**src/rtl/arb_mux.sv**
```systemverilog
// arb_mux -- N-input arbiter feeding a single registered valid/ready output stage.
//
// Ports
//   clk        sole clock, rising edge
//   rst        synchronous active-high reset
//   in_data    NUM_INPUTS packed words, channel k at [k*DATA_WIDTH +: DATA_WIDTH]
//   in_valid   per-channel valid
//   in_ready   per-channel ready, combinational, one-hot or zero
//   out_data   registered data of the granted channel
//   out_valid  registered output valid
//   out_ready  downstream ready
//   out_sel    registered index of the channel that supplied out_data
//
// ARB_MODE 0: fixed priority, lowest index wins.
// ARB_MODE 1: round-robin, scan upward from ptr and wrap.

// Per-channel slice: flags requests at or above the round-robin pointer and
// decodes this channel's ready from the shared winner index.
module arb_mux_lane #(
   parameter int IDX   = 0,
   parameter int SEL_W = 1
) (
   input  logic             valid,
   input  logic [SEL_W-1:0] ptr,
   input  logic [SEL_W-1:0] win,
   input  logic             grant,
   output logic             hi_req,
   output logic             ready
);
   localparam logic [SEL_W-1:0] ME = SEL_W'(IDX);

   assign hi_req = valid && (ME >= ptr);
   assign ready  = grant && (win == ME);
endmodule

module arb_mux #(
   parameter int NUM_INPUTS = 4,
   parameter int DATA_WIDTH = 8,
   parameter int ARB_MODE   = 1
) (
   input  logic                             clk,
   input  logic                             rst,
   input  logic [NUM_INPUTS*DATA_WIDTH-1:0] in_data,
   input  logic [NUM_INPUTS-1:0]            in_valid,
   output logic [NUM_INPUTS-1:0]            in_ready,
   output logic [DATA_WIDTH-1:0]            out_data,
   output logic                             out_valid,
   input  logic                             out_ready,
   output logic [((NUM_INPUTS > 1) ? $clog2(NUM_INPUTS) : 1)-1:0] out_sel
);
   localparam int SEL_W = (NUM_INPUTS > 1) ? $clog2(NUM_INPUTS) : 1;
   localparam logic [SEL_W-1:0] LAST = SEL_W'(NUM_INPUTS - 1);

   logic [NUM_INPUTS-1:0][DATA_WIDTH-1:0] lane_data;
   logic [NUM_INPUTS-1:0]                 hi_req;
   logic [SEL_W-1:0]                      ptr;
   logic [SEL_W-1:0]                      lo_idx, hi_idx, win;
   logic                                  lo_any, hi_any;
   logic                                  load, grant;

   genvar k;
   generate
      for (k = 0; k < NUM_INPUTS; k++) begin : g_lane
         assign lane_data[k] = in_data[k*DATA_WIDTH +: DATA_WIDTH];
         arb_mux_lane #(.IDX(k), .SEL_W(SEL_W)) u_lane (
            .valid  (in_valid[k]),
            .ptr    (ptr),
            .win    (win),
            .grant  (grant),
            .hi_req (hi_req[k]),
            .ready  (in_ready[k])
         );
      end
   endgenerate

   // Two priority scans: lowest valid overall, and lowest valid at/above ptr.
   // Round-robin takes the upper scan when it hits, otherwise wraps to the
   // lower one; fixed priority always uses the lower one.
   always_comb begin
      lo_idx = '0;
      lo_any = 1'b0;
      hi_idx = '0;
      hi_any = 1'b0;
      for (int i = NUM_INPUTS - 1; i >= 0; i--) begin
         if (in_valid[i]) begin
            lo_idx = SEL_W'(i);
            lo_any = 1'b1;
         end
         if (hi_req[i]) begin
            hi_idx = SEL_W'(i);
            hi_any = 1'b1;
         end
      end
      win = (ARB_MODE == 1 && hi_any) ? hi_idx : lo_idx;
   end

   assign load  = !out_valid || out_ready;
   assign grant = load && !rst && lo_any;

   always_ff @(posedge clk) begin
      if (rst) begin
         out_valid <= 1'b0;
         out_data  <= '0;
         out_sel   <= '0;
         ptr       <= '0;
      end else if (load) begin
         if (lo_any) begin
            out_data  <= lane_data[win];
            out_sel   <= win;
            out_valid <= 1'b1;
            // Explicit wrap keeps ptr below NUM_INPUTS for non-power-of-2 sizes.
            if (ARB_MODE == 1) ptr <= (win == LAST) ? '0 : win + 1'b1;
         end else begin
            out_valid <= 1'b0;
         end
      end
   end
endmodule

```
**config.mk**
```make
export PLATFORM = sky130hd
export DESIGN_NAME = arb_mux
export DESIGN_NICKNAME = d
export VERILOG_FILES = /design/src/rtl/arb_mux.sv
export SDC_FILE = /design/constraint.sdc
export NUM_CORES = 1
export LEC_CHECK = 0
export BUFFER_PORTS_ARGS = -buffer_cell sky130_fd_sc_hd__buf_4
export CAP_MARGIN = 20
export CORE_MARGIN = 1
export CORE_UTILIZATION = 42
export DETAILED_ROUTE_END_ITERATION = 8
export GPL_TIMING_DRIVEN = 0
export HOLD_SLACK_MARGIN = 0.06
export PLACE_DENSITY = 0.86
export SLEW_MARGIN = 10
export SYNTH_ARGS = -nofsm -noshare
export SYNTH_HDL_FRONTEND = slang
export SYNTH_SLANG_ARGS = --single-unit
```
**constraint.sdc**
```tcl
create_clock -name clk -period 1.95 [get_ports clk]
set_input_delay 0.2925 -clock clk [delete_from_list [all_inputs] [get_ports clk]]
set_output_delay 0.2925 -clock clk [all_outputs]
set_load 0.005 [all_outputs]
```
==> reports/metrics.csv <==
stage,metric,value,unit
status,status,"finished, violations left",
status,violations,setup timing,
critical_path,worstReg2RegEnd,ptr[0],
power,p_seq_share,32.4,%
global_routing,track_usage,25.2,%
placed_design,port-buffer-count,53,
route,vias,956,
floorplanning,die_h,47.4,um
cells_and_area,fin_util,77.5,%
power,switching_share,32.5,%
clock_network,clk_pin_slew,0.08,ns
critical_path,r2r-start,ptr[1],
timing,finalMaxSlewViolations,0,
critical_path,cp-start-kind,register,
clock_network,cts_sinks,13,
timing,setup_viol_count_final,4,
clock_network,cts_hold_buffers,0,
route,dr.pass1.iters,4,
placed_design,hpwl,1.71,mm
floorplanning,row_count,16,
timing,tightest_slew,0.548,ns
cells_and_area,layout_commonest_cell,buf_4,
cells_and_area,fin_nets,198,
timing,min_period,1.99,ns
cells_and_area,drive_gt1_share,55.2,%
yosys,synth_seq_cells,13,
timing,rsz0062_at_grt,yes,
power,totalPowerFinal,1.05,mW
clock_network,clkLatencyLatePin,0.29,ns
clock_network,htreeDepth,1,
yosys,ys_types,22,
power,p_leak,0.744,nW
floorplanning,design.die.area,0.00225,sq mm
global_routing,grt_pass1_wl,3.82,mm
clock_network,cts_tree,done,
critical_path,critPathCaptureType,primary output,
cells_and_area,final_cell_mix,"buf_4 (57), mux2i_1 (18), dfxtp_1 (11)",
critical_path,crit_path_start,ptr[1],
timing,hold_viol_final,0,
clock_network,cts_buffers,3,
yosys,syn_inst,93,
yosys,synth.avg_cell_area,9.32,sq um
placed_design,place.gp.congestion,0.775,
hold_path,hp-start,in_data[27],
yosys,yosys_warnings,0,
power,power_frac_clock,16.9,%
floorplanning,start_util,44.7,%
cells_and_area,syn_to_final_growth,73.6,%
flow_run,cap_violations,0,
route,wirelength,2.62,mm
route,drc,0,
critical_path,r2r_setup_slack,0.21,ns
timing,fin_crit_sh,102,%
yosys,synth.cell_area,867,sq um
timing,fin_ws,-0.0440,ns
power,ir_drop,0.000565,V
placed_design,place_ws,-0.210,ns
critical_path,cp_max_fo,4,
critical_path,worstPathRequired,1.66,ns
global_routing,grt_start_max_net_pins,11,
power,powerDensity,701,mW/mm^2
clock_network,clockBufferDepth,2,
global_routing,grt-ovfl-total,0,
critical_path,cp-endpoint,in_ready[3],
floorplanning,coreArea,0.00194,sq mm
route,ant_nets,0,
route,first_iter_violations,9,
global_routing,grt_pass1_vias,882,
timing,fmax,0.502,GHz
timing,finalClockSkew,0.00283,ns
power,pwr-share-comb,50.7,%
hold_path,min_path_type,in2reg,
clock_network,root_buffer,clkbuf_4,
floorplanning,dieWidth,47.4,um
route,vias_per_cell,5.28,
critical_path,criticalPathCategory,reg2out,
cells_and_area,diodes,0,
global_routing,antenna_found_initial,0,
cells_and_area,fillers,138,
floorplanning,ios,54,
timing,relSlewSlack,63.1,%
power,p_int,712,uW
critical_path,r2r_cells,6,
critical_path,cp.arrival,1.70,ns
power,power_switching,343,uW
yosys,synthesis.nets,136,
yosys,ys_seq_area_share,30.0,%
route,wire_per_inst,14.4,um
[per-stage QoR]
stage / setup TNS [ns] / hold WS, ns / cells / cell area (sq um)
5_1_grt: -0.292 / 0.315 / 181 / 1510
2_1_floorplan: 0 / 0.453 / 93 / 867
3_3_place_gp: -0.458 / 0.449 / 173 / 1300
3_5_place_dp: -0.642 / 0.456 / 173 / 1300
6_report: -0.102 / 0.313 / 181 / 1510
4_1_cts: -0.125 / 0.313 / 182 / 1490
[cells by family (layout without fill, tap and decap cells)]
group | count (synthesis) | after routing | share of synthesized area [%]
fa+ha+maj | 4 | 4 | 5.77
compound gates | 17 | 17 | 15.6
buf+inv | 14 | 75 | 9.67
simple gates | 27 | 27 | 18.2
flops | 13 | 13 | 30.0
mux | 18 | 18 | 20.8
[cell usage after synthesis (all sizes together)]
| cell type | number | area [sq um] |
|---|---|---|
| a211o | 1 | 8.76 |
| o41ai | 1 | 16.3 |
| ha | 4 | 50.1 |
| clkbuf | 1 | 3.75 |
| o221ai | 8 | 70.1 |
| a41oi | 1 | 8.76 |
| nor3 | 1 | 5.00 |
| dfxtp | 13 | 260 |
| or2 | 1 | 6.26 |
| a21oi | 5 | 25.0 |
| nand2 | 3 | 11.3 |
| o22ai | 1 | 6.26 |
| inv | 6 | 22.5 |
| or3 | 1 | 6.26 |
| buf | 7 | 57.6 |
| nor2 | 5 | 18.8 |
| mux2i | 18 | 180 |
| nand3b | 8 | 60.1 |
| nand2b | 3 | 18.8 |
| and2 | 5 | 31.3 |
[worst min path at each step]
stage                  endpoint  slack, ns  depth (start not counted)
floorplan            out_sel[0]       0.45                          2
global placement     out_sel[0]       0.45                          2
detailed placement   out_sel[0]       0.46                          2
CTS                 out_data[2]       0.31                          3
global route        out_data[3]       0.31                          3
finish              out_data[3]       0.31                          3
[area by class of cell]
class,count,area [sq um],share of cell area (%)
well taps,27,33.8,2.24
repair buffers,62,505,33.6
multi-input cells,66,616,40.9
inverters,6,30.0,2.00
clock buffers,4,26.3,1.75
flip-flops and latches,13,265,17.6
plain buffers,3,28.8,1.91
[timing repair]
item                       in CTS  in global routing
gates resized for setup        28                  5
pin swaps                       7                  5
setup buffers                   8                  0
gates cloned                    1                  0
setup endpoints to repair       4                  4
[worst max-delay path: stages (launching register included)]
cell     delay, ns
dfxtp_4       0.37
a21oi_4       0.12
nor3_2        0.05
or3_4         0.44
inv_4         0.10
ha_4          0.12
and2_4        0.13
buf_6         0.09
[sequential cells by signal (all words and copies together), names as in the netlist]
name / count
out_valid: 1
ptr: 2
out_data: 8
out_sel: 2
[per-layer routing]
metal,share of wire (%),GRT usage (%)
met1,40,29.0
met2,52,44.1
met3,5.6,4.53
met4,2.4,13.1
met5,0,0
[power by group through the flow]
| stage | logic, mW | registers (mW) | clock network, mW |
|---|---|---|---|
| 2_1_floorplan | 0.216 | 0.340 | 0 |
| 3_3_place_gp | 0.375 | 0.340 | 0 |
| 3_5_place_dp | 0.383 | 0.341 | 0 |
| 4_1_cts | 0.515 | 0.337 | 0.173 |
| 5_1_grt | 0.572 | 0.346 | 0.188 |
| 6_report | 0.535 | 0.342 | 0.178 |
Power figures use the tool's default switching activity.
